[config.mk]
export PLATFORM = sky130hd
export DESIGN_NAME = nibble_packer_flat
export DESIGN_NICKNAME = d
export VERILOG_FILES = /design/src/rtl/nibble_packer_if.sv /design/src/rtl/nibble_packer.sv /design/src/flat_wrapper.sv
export SDC_FILE = /design/constraint.sdc
export NUM_CORES = 1
export LEC_CHECK = 0
export ABC_AREA = 1
export BUFFER_PORTS_ARGS = -buffer_cell sky130_fd_sc_hd__buf_2
export CAP_MARGIN = 20
export CORE_ASPECT_RATIO = 1.5
export CORE_UTILIZATION = 50
export DETAILED_ROUTE_END_ITERATION = 16
export PLACE_DENSITY = 0.69
export SKIP_LAST_GASP = 1
export SYNTH_ARGS = -nofsm -noshare
export SYNTH_HDL_FRONTEND = slang
export SYNTH_SLANG_ARGS = --single-unit
[constraint.sdc]
create_clock -name clk -period 5.5 [get_ports clk]
set_input_delay 1.1 -clock clk [delete_from_list [all_inputs] [get_ports clk]]
set_output_delay 1.1 -clock clk [all_outputs]
set_load 0.02 [all_outputs]
[src/rtl/nibble_packer_if.sv]
// Handshake bundle between the nibble source, the packer and the word consumer.
// master drives nibbles/flush/out_ready; slave is the packer itself.
interface nibble_packer_if #(
  parameter int unsigned NibWidth    = 4,
  parameter int unsigned NibsPerWord = 2,
  parameter int unsigned FifoDepth   = 4
);
  localparam int unsigned WordWidth = NibWidth * NibsPerWord;
  localparam int unsigned LvlWidth  = $clog2(FifoDepth) + 1;

  logic                 in_valid;
  logic [NibWidth-1:0]  in_data;
  logic                 in_ready;
  logic                 flush;
  logic                 out_valid;
  logic [WordWidth-1:0] out_data;
  logic                 out_partial;
  logic                 out_ready;
  logic [LvlWidth-1:0]  fifo_level;
  logic                 overflow_err;

  modport master (
    output in_valid, in_data, flush, out_ready,
    input  in_ready, out_valid, out_data, out_partial, fifo_level, overflow_err
  );

  modport slave (
    input  in_valid, in_data, flush, out_ready,
    output in_ready, out_valid, out_data, out_partial, fifo_level, overflow_err
  );
endinterface

[src/rtl/nibble_packer.sv]
// Packs nibbles LSB-first into words and queues them in a small FIFO; a flush
// emits the zero-padded partial word, deferred while the FIFO is full.
module nibble_packer #(
  parameter int unsigned NibWidth    = 4,
  parameter int unsigned NibsPerWord = 2,
  parameter int unsigned FifoDepth   = 4
) (
  input logic             clk,
  input logic             rst,
  nibble_packer_if.slave  pk_io
);
  localparam int unsigned WordWidth = NibWidth * NibsPerWord;
  localparam int unsigned PtrWidth  = $clog2(FifoDepth);
  localparam int unsigned LvlWidth  = PtrWidth + 1;
  localparam int unsigned CntWidth  = $clog2(NibsPerWord);

  localparam logic [1:0] StEmpty     = 2'd0;
  localparam logic [1:0] StFill      = 2'd1;
  localparam logic [1:0] StFlushPend = 2'd2;

  logic [1:0]           state_q, state_d;
  logic [WordWidth-1:0] acc_q, acc_d, acc_ins;
  logic [CntWidth-1:0]  cnt_q, cnt_d, cnt_ins;
  logic [WordWidth-1:0] mem_q [FifoDepth];
  logic                 part_q [FifoDepth];
  logic [PtrWidth-1:0]  wr_ptr_q, rd_ptr_q;
  logic [LvlWidth-1:0]  level_q, level_d;
  logic                 ovf_q;

  logic full, in_ready, accept, pop, word_done, has_nib;
  logic push, push_part;

  assign full      = (level_q == LvlWidth'(FifoDepth));
  assign in_ready  = !full && (state_q != StFlushPend);
  assign accept    = pk_io.in_valid && in_ready;
  assign pop       = (level_q != '0) && pk_io.out_ready;
  assign word_done = accept && (cnt_q == CntWidth'(NibsPerWord - 1));
  assign cnt_ins   = cnt_q + CntWidth'(accept);
  assign has_nib   = (cnt_ins != '0);

  always_comb begin
    acc_ins = acc_q;
    if (accept) begin
      acc_ins[cnt_q * NibWidth +: NibWidth] = pk_io.in_data;
    end
  end

  // The accepted nibble is merged before flush is considered, so a flush that
  // coincides with the completing nibble yields just the full word.
  always_comb begin
    state_d   = state_q;
    acc_d     = acc_ins;
    cnt_d     = cnt_ins;
    push      = 1'b0;
    push_part = 1'b0;
    if (word_done) begin
      push    = 1'b1;
      acc_d   = '0;
      cnt_d   = '0;
      state_d = StEmpty;
    end else if (state_q == StFlushPend) begin
      if (!full) begin
        push      = 1'b1;
        push_part = 1'b1;
        acc_d     = '0;
        cnt_d     = '0;
        state_d   = StEmpty;
      end
    end else if (pk_io.flush && has_nib) begin
      if (!full) begin
        push      = 1'b1;
        push_part = 1'b1;
        acc_d     = '0;
        cnt_d     = '0;
        state_d   = StEmpty;
      end else begin
        state_d = StFlushPend;
      end
    end else begin
      state_d = has_nib ? StFill : StEmpty;
    end
  end

  always_comb begin
    level_d = level_q;
    case ({push, pop})
      2'b10:   level_d = level_q + LvlWidth'(1);
      2'b01:   level_d = level_q - LvlWidth'(1);
      default: level_d = level_q;
    endcase
  end

  always_ff @(posedge clk or negedge rst) begin
    if (!rst) begin
      state_q  <= StEmpty;
      acc_q    <= '0;
      cnt_q    <= '0;
      wr_ptr_q <= '0;
      rd_ptr_q <= '0;
      level_q  <= '0;
      ovf_q    <= 1'b0;
      for (int i = 0; i < FifoDepth; i++) begin
        mem_q[i]  <= '0;
        part_q[i] <= 1'b0;
      end
    end else begin
      state_q <= state_d;
      acc_q   <= acc_d;
      cnt_q   <= cnt_d;
      level_q <= level_d;
      ovf_q   <= ovf_q | (pk_io.in_valid & ~in_ready);
      if (push) begin
        mem_q[wr_ptr_q]  <= acc_ins;
        part_q[wr_ptr_q] <= push_part;
        wr_ptr_q         <= wr_ptr_q + PtrWidth'(1);
      end
      if (pop) begin
        rd_ptr_q <= rd_ptr_q + PtrWidth'(1);
      end
    end
  end

  assign pk_io.in_ready     = in_ready;
  assign pk_io.out_valid    = (level_q != '0);
  assign pk_io.out_data     = mem_q[rd_ptr_q];
  assign pk_io.out_partial  = part_q[rd_ptr_q];
  assign pk_io.fifo_level   = level_q;
  assign pk_io.overflow_err = ovf_q;
endmodule

[src/flat_wrapper.sv]
// flat-port wrapper written by rule: the top's interface ports become plain ports
module nibble_packer_flat 
#(
  parameter int unsigned NibWidth    = 4,
  parameter int unsigned NibsPerWord = 2,
  parameter int unsigned FifoDepth   = 4
)
  (clk, rst, pk_io_in_valid, pk_io_in_data, pk_io_flush, pk_io_out_ready, pk_io_in_ready, pk_io_out_valid, pk_io_out_data, pk_io_out_partial, pk_io_fifo_level, pk_io_overflow_err);
  nibble_packer_if #(.NibWidth(NibWidth), .NibsPerWord(NibsPerWord), .FifoDepth(FifoDepth)) pk_io_i ();
  input logic clk;
  input logic rst;
  input wire logic [$bits(pk_io_i.in_valid)-1:0] pk_io_in_valid;
  input wire logic [$bits(pk_io_i.in_data)-1:0] pk_io_in_data;
  input wire logic [$bits(pk_io_i.flush)-1:0] pk_io_flush;
  input wire logic [$bits(pk_io_i.out_ready)-1:0] pk_io_out_ready;
  output wire logic [$bits(pk_io_i.in_ready)-1:0] pk_io_in_ready;
  output wire logic [$bits(pk_io_i.out_valid)-1:0] pk_io_out_valid;
  output wire logic [$bits(pk_io_i.out_data)-1:0] pk_io_out_data;
  output wire logic [$bits(pk_io_i.out_partial)-1:0] pk_io_out_partial;
  output wire logic [$bits(pk_io_i.fifo_level)-1:0] pk_io_fifo_level;
  output wire logic [$bits(pk_io_i.overflow_err)-1:0] pk_io_overflow_err;
  assign pk_io_i.in_valid = pk_io_in_valid;
  assign pk_io_i.in_data = pk_io_in_data;
  assign pk_io_i.flush = pk_io_flush;
  assign pk_io_i.out_ready = pk_io_out_ready;
  assign pk_io_in_ready = pk_io_i.in_ready;
  assign pk_io_out_valid = pk_io_i.out_valid;
  assign pk_io_out_data = pk_io_i.out_data;
  assign pk_io_out_partial = pk_io_i.out_partial;
  assign pk_io_fifo_level = pk_io_i.fifo_level;
  assign pk_io_overflow_err = pk_io_i.overflow_err;
  nibble_packer #(.NibWidth(NibWidth), .NibsPerWord(NibsPerWord), .FifoDepth(FifoDepth)) u_core (.clk(clk), .rst(rst), .pk_io(pk_io_i));
endmodule
==> summary.txt <==
n_diodes - 0
DR vias/cell - 5.09
Pre-antenna DRT Iters - 4
CP endpoint kind - output port
internal power - 0.00102 W
switching pwr - 0.000880 W
CP arrival - 2200 ps
RSZ-0062 raised after global routing - no
sequential-to-total area share from yosys stat - 50.0%
synthesis warning total - 0
Final Non-Filler Cells - 420
Crit Path Max Fanout - 21
Yosys cell types - 28
leakage - 1.62 nW
largest net degree at the start of global routing - 56
critical path's top delay family - flip-flops
CTS Root Cell - clkbuf_8
most frequent cells in the layout - 124 x nand2_1, 55 x dfrtp_1, 43 x nor2_1
Sw Share - 46.3%
PortBufs - 23
# H-tree levels - 2
GRT Total Usage - 21.9%
Routability Congestion - 0.805
HPWL Detailed - 3.99 mm
DIE WIDTH - 62.6 um
drt total wl - 5.69 mm
drc violations - 0
Final period util - 60.0%
# clock sinks - 55
chip height - 92.9 um
I/O Pins - 24
synthesized cell area - 2750 um2
TritonCTS clock tree - yes
Vias - 2138
run status - finished clean
fin. max-slew vios - 0
Seq cells post-synth - 55
Rows - 32
Worst Hold Path Cells - 2
Comb pwr share - 48.8%
DRT iter0 DRCs - 94
clk_lat worst skew - 300 ps
sequential power share - 37.5%
grt total ovfl - 0
pwr dens - 640 nW/um2
die area - 5810 um2
Final nets - 368
WP data required - 4400 ps
ys async rst share - 100%
Starting Density - 52.9%
Layout area overhead - 7.72%
CTS Hold Bufs - 0
initial antenna violation count - 0
vias in the first global route - 2116
Mapped Cells - 334
fmax - 0.303 GHz
peak supply drop - 0.000326 V
clock power share - 13.7%
clock slew at reported path FFs - 100 ps
CP Cell Sequence - inv_1 > o21ai_0 > o22ai_1 > buf_2
cells on worst reg2reg path - 16
maximum buffer depth of the clock tree - 2
Fin. Hold Viols - 0
endpoints failing setup - 0
Slowest-stage cell, CP - dfrtp_1
critical path class - flip-flop to output port
min-delay worst type - flip-flop to flip-flop
crit start category - flip-flop
skew final - 11.0 ps
Cells after DPL - 413
WP buf/inv - 2
setup tns final - 0 ps
critical path depth in cells - 4
share of layout cells above drive strength 1 - 13.4%
CP max stage delay - 820 ps
Slew HR - 51.5%
measured slew at the worst slew-check pin - 727 ps
syn nets - 350
CTS buffer count - 5
setup bufs post-CTS - 0
Avg Inst Size Synth - 8.25 um2
post-cts resize count - 0
MaxCap Viol Count - 0
EDFF count, synth - 0
wire per inst - 13.5 um
Top FF cell, synth - dfrtp_1
Placeable Area - 5200 um2
fin crit period - 3300 ps
post-route ant nets - 0
commonest non-fill, non-tap cell in the layout - nand2_1
first-pass GRT wire length - 9.91 mm
## power by group through the flow
stage	Clock, W	Combinational [W]	Sequential, W
after floorplan	0	0.000757	0.000670
after global placement	0	0.000913	0.000713
after detailed placement	0	0.000931	0.000717
after CTS	0.000266	0.000934	0.000712
after global routing	0.000282	0.00106	0.000734
final	0.000260	0.000927	0.000712
## per-stage QoR
step | cell area, um2 | power (W) | utilization, % | hold slack (ps) | setup WS, ps
after floorplan | 2750 | 0.00143 | - | 444 | 2180
after global placement | 2860 | 0.00163 | 55.0 | 453 | 2100
after detailed placement | 2860 | 0.00165 | 55.0 | 459 | 2030
after CTS | 2970 | 0.00191 | 57.0 | 485 | 2170
after global routing | 2970 | 0.00207 | 57.0 | 502 | 2020
final | 2970 | 0.00190 | 57.0 | 484 | 2200
## Yosys cell counts (2+ instances only)
master | n | share of area [%]
nor2_1 | 43 | 5.9
ha_1 | 6 | 2.7
inv_2 | 5 | 0.68
o22ai_1 | 9 | 2.0
xor2_1 | 4 | 1.3
nand4_1 | 8 | 1.8
o21ai_2 | 2 | 0.64
a21oi_1 | 10 | 1.8
o21ai_1 | 3 | 0.55
nand2_1 | 124 | 17
clkbuf_1 | 3 | 0.41
nand3_1 | 3 | 0.55
inv_1 | 14 | 1.9
buf_6 | 6 | 2.5
dfrtp_1 | 55 | 50
buf_2 | 3 | 0.55
nand2_4 | 6 | 2.5
o21ai_0 | 20 | 3.6
## registers in the layout (all words and copies together), names as in the netlist
| register | cells |
|---|---|
| u_core.acc_q | 8 |
| u_core.cnt_q | 1 |
| u_core.mem_q | 32 |
| u_core.part_q | 4 |
| u_core.pk_io.fifo_level | 3 |
| u_core.pk_io.overflow_err | 1 |
| u_core.rd_ptr_q | 2 |
| u_core.state_q | 2 |
| u_core.wr_ptr_q | 2 |
## tightest hold or removal path, stage by stage, from the launching register on
cell and delay (ps):
dfrtp_1 350, nand2_1 50, nand2_1 50
## metal layers
layer,vias to the layer above,global-route usage (%),share of wire [%]
li1,1089,-,-
met1,1011,27.5,46
met2,36,38.9,51
met3,2,2.34,2.5
met4,0,7.56,0.55
met5,-,0,0
## path summary, 6_finish.rpt
kind                                                 start                         end  slack, ps
max in group asynchronous                              rst            u_core.mem_q[23]       4150
worst max register to register  u_core.pk_io.fifo_level[1]  u_core.pk_io.fifo_level[2]       2610
worst max-delay path                    u_core.rd_ptr_q[0]           pk_io_out_data[1]       2200
worst min-delay path                      u_core.mem_q[16]            u_core.mem_q[16]        480
min in group asynchronous                              rst            u_core.mem_q[30]        910
worst min register to register            u_core.mem_q[16]            u_core.mem_q[16]        480
## cell families after synthesis
logic type,synth area share [%]
and+or+nand+nor,29.4
DFF,50.0
xor gates and xnor gates,1.59
buffers and inverters,6.41
AOI/OAI and AO/OA,9.22
adders and majority gates,3.45
## area by class of cell
| cell class | count | area (um2) |
|---|---|---|
| clock inverter | 2 | 37.5 |
| clock buffer | 5 | 68.8 |
| tap | 68 | 85.1 |
| inverter | 20 | 75.1 |
| sequential | 55 | 1380 |
| timing repair buffer | 24 | 123 |
| multi-input combinational | 246 | 1200 |
| fill | 505 | 2240 |
Power figures use the tool's default switching activity.
